<file path="src/rtl/mc_scoreboard.sv">
// Issue-side scoreboard for the multi-cycle MUL/DIV units: tracks in-flight destinations,
// raises the ID stall, sequences each FU with a latency counter and arbitrates the shared WB port.
module mc_scoreboard #(
  parameter int MUL_LAT = 3,
  parameter int DIV_LAT = 16,
  parameter int CNT_W   = 5
) (
  input  logic        clk,
  input  logic        rst,
  input  logic        valid_ID,
  input  logic        mc_op_ID,
  input  logic        fu_sel_ID,
  input  logic        rs1use_ID,
  input  logic        rs2use_ID,
  input  logic        reg_write_ID,
  input  logic [4:0]  rs1_ID,
  input  logic [4:0]  rs2_ID,
  input  logic [4:0]  rd_ID,
  input  logic        ext_stall_ID,
  input  logic        flush_ID,
  input  logic        wb_ready,
  output logic        sb_stall_ID,
  output logic        issue_fire,
  output logic [1:0]  fu_start,
  output logic [1:0]  fu_busy,
  output logic        wb_valid,
  output logic        wb_fu,
  output logic [4:0]  wb_rd,
  output logic [31:0] pending
);

  typedef enum logic [1:0] {IDLE, BUSY, DONE} fu_state_t;

  fu_state_t        st    [2];
  logic [CNT_W-1:0] cnt   [2];
  logic [4:0]       fu_rd [2];

  logic [1:0]  fu_done;
  logic        raw_hz, waw_hz, struct_hz;
  logic        wb_fire;
  logic [31:0] set_mask, clr_mask;

  function automatic logic [CNT_W-1:0] lat_load(input logic sel);
    lat_load = sel ? CNT_W'(DIV_LAT - 1) : CNT_W'(MUL_LAT - 1);
  endfunction

  always_comb begin
    for (int f = 0; f < 2; f++) begin
      fu_busy[f] = (st[f] != IDLE);
      fu_done[f] = (st[f] == DONE);
    end
  end

  // Stall depends only on ID contents and scoreboard state, never on ext_stall_ID/flush_ID.
  assign raw_hz      = (rs1use_ID && rs1_ID != 5'd0 && pending[rs1_ID]) ||
                       (rs2use_ID && rs2_ID != 5'd0 && pending[rs2_ID]);
  assign waw_hz      = reg_write_ID && rd_ID != 5'd0 && pending[rd_ID];
  assign struct_hz   = mc_op_ID && fu_busy[fu_sel_ID];
  assign sb_stall_ID = valid_ID && (raw_hz || waw_hz || struct_hz);

  assign issue_fire  = !rst && valid_ID && mc_op_ID && !sb_stall_ID && !ext_stall_ID && !flush_ID;
  assign fu_start    = issue_fire ? (fu_sel_ID ? 2'b10 : 2'b01) : 2'b00;

  // Fixed priority write-back: DIV wins over MUL.
  assign wb_valid = |fu_done;
  assign wb_fu    = fu_done[1];
  assign wb_rd    = fu_done[1] ? fu_rd[1] : (fu_done[0] ? fu_rd[0] : 5'd0);
  assign wb_fire  = wb_valid && wb_ready;

  assign clr_mask = wb_fire ? (32'd1 << wb_rd) : 32'd0;
  assign set_mask = (issue_fire && reg_write_ID && rd_ID != 5'd0) ? (32'd1 << rd_ID) : 32'd0;

  always_ff @(posedge clk or posedge rst) begin
    if (rst) begin
      for (int f = 0; f < 2; f++) begin
        st[f]  <= IDLE;
        cnt[f] <= '0;
      end
    end else begin
      for (int f = 0; f < 2; f++) begin
        case (st[f])
          IDLE: begin
            if (issue_fire && fu_sel_ID == 1'(f)) begin
              st[f]  <= BUSY;
              cnt[f] <= lat_load(1'(f));
            end
          end
          BUSY: begin
            cnt[f] <= cnt[f] - CNT_W'(1);
            if (cnt[f] == CNT_W'(1)) st[f] <= DONE;
          end
          DONE: begin
            if (wb_ready && wb_fu == 1'(f)) st[f] <= IDLE;
          end
          default: st[f] <= IDLE;
        endcase
      end
    end
  end

  // Destination latch is data only; it is never observed unless its FU reaches DONE.
  always_ff @(posedge clk) begin
    if (issue_fire) fu_rd[fu_sel_ID] <= rd_ID;
  end

  // Set is applied after clear so a same-cycle set of the same bit wins.
  always_ff @(posedge clk or posedge rst) begin
    if (rst) pending <= '0;
    else     pending <= ((pending & ~clr_mask) | set_mask) & ~32'd1;
  end

endmodule
</file>
<file path="config.mk">
export PLATFORM = sky130hd
export DESIGN_NAME = mc_scoreboard
export DESIGN_NICKNAME = d
export VERILOG_FILES = /design/src/rtl/mc_scoreboard.sv
export SDC_FILE = /design/constraint.sdc
export NUM_CORES = 1
export LEC_CHECK = 0
export ABC_AREA = 1
export BUFFER_PORTS_ARGS = -buffer_cell sky130_fd_sc_hd__buf_2
export CAP_MARGIN = 20
export CELL_PAD_IN_SITES_DETAIL_PLACEMENT = 1
export CELL_PAD_IN_SITES_GLOBAL_PLACEMENT = 1
export CORE_MARGIN = 4
export CORE_UTILIZATION = 39
export CTS_CLUSTER_DIAMETER = 30
export DETAILED_ROUTE_END_ITERATION = 10
export PLACE_DENSITY_LB_ADDON = 0.1
export SLEW_MARGIN = 20
export SYNTH_ARGS = -nofsm -noshare
export SYNTH_HDL_FRONTEND = slang
export SYNTH_SLANG_ARGS = --single-unit
</file>
<file path="constraint.sdc">
create_clock -name clk -period 2.8 [get_ports clk]
set_input_delay 0.28 -clock clk [delete_from_list [all_inputs] [get_ports clk]]
set_output_delay 0.28 -clock clk [all_outputs]
set_load 0.01 [all_outputs]
</file>
==> tab_implementation.tex <==
\begin{tabular}{lr}
\hline
Metric & Value \\
\hline
\multicolumn{2}{l}{\textbf{Outcome}} \\
\quad Outcome & finished clean \\
\multicolumn{2}{l}{\textbf{Placed design}} \\
\quad Placed standard-cell area & 0.00439 mm² \\
\quad Port-buffer cells & 69 \\
\quad HPWL after detailed placement & 11500 µm \\
\quad Final weighted congestion in routability-driven placement & 0.873 \\
\multicolumn{2}{l}{\textbf{CTS}} \\
\quad Number of sinks handled by clock tree synthesis & 55 \\
\quad CTS root buffer & sky130\_fd\_sc\_hd\_\_clkbuf\_8 \\
\quad Clock transition time at the flip-flop clock pins of the worst setup and hold paths & 110 ps \\
\quad Longest Clk Path Bufs & 2 \\
\quad Clock tree from TritonCTS & yes \\
\quad Number of setup buffers added after CTS & 0 \\
\quad H-tree lvl count & 2 \\
\quad CTS hold repair buffers & 0 \\
\quad Clock insertion delay at the later pin of the skew report & 330 ps \\
\quad Post-CTS sizing & 0 \\
\quad Number of buffers added by the clock tree synthesis step & 5 \\
\multicolumn{2}{l}{\textbf{Drt}} \\
\quad Total wire length after detailed routing & 14600 µm \\
\quad Wirelength per Cell & 17.8 µm \\
\quad Post-DR vias/cell & 5.32 \\
\quad Vias & 4366 \\
\quad Number of violations reported at the end of detailed-routing iteration 0 & 216 \\
\quad Residual antenna-violating net count after detailed routing & 0 \\
\quad First-pass iteration count of the detailed router & 4 \\
\quad DRC violation count after routing & 0 \\
\multicolumn{2}{l}{\textbf{Logic synthesis}} \\
\quad Simple-gate area share of the yosys netlist & 0.428 \\
\quad Yosys warning total & 0 \\
\quad Mapped Nets & 656 \\
\quad Proportion of register bits with asynchronous set or reset after synthesis & 0.818 \\
\quad Most area-hungry cell type in the Yosys netlist & sky130\_fd\_sc\_hd\_\_dfrtp\_1 \\
\quad Compound-gate portion of the synthesized area & 0.0861 \\
\quad Largest family of logic cells by synthesized area & simple AND/OR/NAND/NOR gates \\
\quad Netlist cell types & 34 \\
\quad Post-synthesis sequential area ratio & 0.361 \\
\quad Mean area per synthesized cell & 6.32 µm² \\
\quad Proportion of synthesized area in mux cells & 0 \\
\quad Xor/xnor share of the synthesized area & 0.00222 \\
\quad Ranking of synthesized cells by instance count & sky130\_fd\_sc\_hd\_\_nand2\_1, sky130\_fd\_sc\_hd\_\_nand3\_1, sky130\_fd\_sc\_hd\_\_inv\_1 \\
\quad Post-synth EDFFs & 10 \\
\quad Top-area cell type share of the netlist area & 0.285 \\
\quad Number of storage elements in the synthesis netlist & 55 \\
\quad Adder-cell area share of the yosys netlist & 0.0127 \\
\quad Most used flip-flop cell after synthesis & sky130\_fd\_sc\_hd\_\_dfrtp\_1 \\
\quad Synth Cell Area & 0.00395 mm² \\
\quad Leading cell types by total area after synthesis & sky130\_fd\_sc\_hd\_\_dfrtp\_1, sky130\_fd\_sc\_hd\_\_nand2\_1, sky130\_fd\_sc\_hd\_\_nand3\_1 \\
\quad Cell with the most instances after synthesis & sky130\_fd\_sc\_hd\_\_nand2\_1 \\
\quad Syn Inst Count & 626 \\
\multicolumn{2}{l}{\textbf{Worst setup path}} \\
\quad Slack of the worst reg-to-reg path & 630 ps \\
\quad Data arrival at the endpoint of the critical path & 2320 ps \\
\quad Critical setup path kind & reg -> out \\
\quad Maximum fanout along the worst path & 7 \\
\quad Required time at the worst-slack endpoint & 2520 ps \\
\quad CP endpoint kind & output pin \\
\quad Critical Path Max Stage Delay & 430 ps \\
\quad CP max-delay cell & sky130\_fd\_sc\_hd\_\_dfrtp\_1 \\
\quad Crit path cell chain & inv\_1 -> nand2\_1 -> nand3\_1 -> nand3\_1 -> nand3\_1 -> nand3\_1 -> nand3\_1 -> nand2\_1 -> nor2\_4 -> nand3\_2 -> inv\_1 -> buf\_2 \\
\quad Critical path launch point type & flop \\
\quad Most used cell, CP & sky130\_fd\_sc\_hd\_\_nand3\_1 \\
\multicolumn{2}{l}{\textbf{STA}} \\
\quad Worst Clk Skew & 6.86 ps \\
\quad Final Slew Violations & 0 \\
\quad Final Setup Violations & 0 \\
\quad FMAX & 0.385 GHz \\
\quad Setup TNS Final & 0 ps \\
\quad Worst-Margin Slew & 656 ps \\
\quad Final Hold Viols & 0 \\
\quad Min Clock Period, post-route & 2600 ps \\
\quad Tightest slew margin relative to the limit & 0.561 \\
\quad Period utilization & 0.928 \\
\quad Setup repair after global routing missed its margin & false \\
\multicolumn{2}{l}{\textbf{Floorplan}} \\
\quad Rows & 36 \\
\quad Overall die width & 109 µm \\
\quad Initial Utilization & 0.403 \\
\quad Number of top-level design ports & 71 \\
\quad Die outline height & 109 µm \\
\quad Core outline area & 0.00982 mm² \\
\quad Area enclosed by the die boundary & 0.0118 mm² \\
\multicolumn{2}{l}{\textbf{Pwr}} \\
\quad IR Drop Worst-Case VDD & 0.364 mV \\
\quad Leakage & 2.48 nW \\
\quad Total power divided by cell area & 579 mW/mm² \\
\multicolumn{2}{l}{\textbf{Cells and area}} \\
\quad Area growth, synth to finish & 13.4\% \\
\quad Proportion of layout cells with a drive suffix above 1 & 0.150 \\
\quad \# diodes & 0 \\
\quad Number of nets in the finished design & 717 \\
\quad Count of filler cells inserted in the layout & 1408 \\
\quad Final instance area & 0.00448 mm² \\
\quad Core Util, Final & 0.457 \\
\multicolumn{2}{l}{\textbf{Worst hold path}} \\
\quad Type of the tightest min-delay check & in -> async \\
\multicolumn{2}{l}{\textbf{GRT}} \\
\quad Largest net degree at the start of global routing & 46 \\
\quad Global-route wire length before repair & 23600 µm \\
\quad Total congestion overflow & 0 \\
\quad Antenna violations before repair & 0 \\
\quad Total routing resource utilization after global routing & 0.258 \\
\quad Number of global-route vias before repair & 4546 \\
\multicolumn{2}{l}{\textbf{Flow run}} \\
\quad Max-Cap Viols & 0 \\
\hline
\end{tabular}
[flip-flops by register name, summed over array words and instances, names as in the netlist]
register  cells
pending      31
fu_rd        10
cnt          10
st            4
[final cells by class]
type                            count  area, µm²  area share
Clock buffer                        6       72.6      0.0162
Clock inverter                      2       16.3     0.00363
Inverter                           73        274      0.0611
Multi-Input combinational cell    473       2090       0.467
Sequential cell                    55       1430       0.318
Tap cell                          133        166      0.0371
Timing Repair Buffer               79        433      0.0966
[logic make-up after synthesis]
kind of cell	after synthesis
and+or+nand+nor	404
buffers and inverters	98
AOI/OAI and AO/OA	63
DFF	55
adders and majority gates	4
xor gates and xnor gates	1
other	1
[layout by cell type, fill, tap and decap left out, types with 3 or more instances in the layout]
cell type	count
sky130_fd_sc_hd__inv_1	64
sky130_fd_sc_hd__dfrtp_1	45
sky130_fd_sc_hd__buf_4	9
sky130_fd_sc_hd__buf_2	69
sky130_fd_sc_hd__nand4_1	3
sky130_fd_sc_hd__nand2_1	235
sky130_fd_sc_hd__inv_2	7
sky130_fd_sc_hd__nor4_1	5
sky130_fd_sc_hd__nand3_1	89
sky130_fd_sc_hd__o21ai_1	7
sky130_fd_sc_hd__clkbuf_8	5
sky130_fd_sc_hd__a31oi_1	3
sky130_fd_sc_hd__nor2_1	59
sky130_fd_sc_hd__o21ai_0	41
sky130_fd_sc_hd__ha_1	4
sky130_fd_sc_hd__o211ai_1	3
sky130_fd_sc_hd__a21oi_1	4
sky130_fd_sc_hd__edfxtp_1	10
sky130_fd_sc_hd__or2_2	4
[worst max-delay path: cells and delay by family, from the launching register on]
family                 cells  cell delay [ps]
and+or+nand+nor            9              950
buffers and inverters      3              590
DFF                        1              430
[through the flow]
step,setup slack [ps],hold slack [ps],power (mW),instances
after floorplan,463,379,1.75,626
after global placement,305,480,2.11,813
after detailed placement,254,495,2.15,813
after CTS,189,151,2.63,821
after global routing,15.7,146,2.82,821
final,203,145,2.60,821
[power by group]
part / switching, mW / leakage, nW / internal, mW
clock network: 0.294 / 0.0418 / 0.181
logic: 0.782 / 1.74 / 0.332
registers: 0.0923 / 0.696 / 0.916
total: 1.17 / 2.48 / 1.43
[final timing paths]
kind | end | depth (start not counted) | startpoint
max | fu_start[1] | 12 | pending[29]
min | st[2] | 3 | rst
max reg2reg | pending[25] | 10 | st[1]
min reg2reg | cnt[9] | 2 | cnt[9]
max in group asynchronous | pending[29] | 3 | rst
min in group clk | st[1] | 2 | wb_ready
[routing by layer]
| layer | GRT usage | up-vias | wire (µm) |
|---|---|---|---|
| met2 | 0.459 | 121 | 7310 |
| met3 | 0.0349 | 21 | 729 |
| met1 | 0.325 | 2120 | 6240 |
| met5 | 0 | - | 0 |
| met4 | 0.0803 | 0 | 320 |
| li1 | - | 2104 | - |
Note: power is estimated with default switching activity, not from simulation.
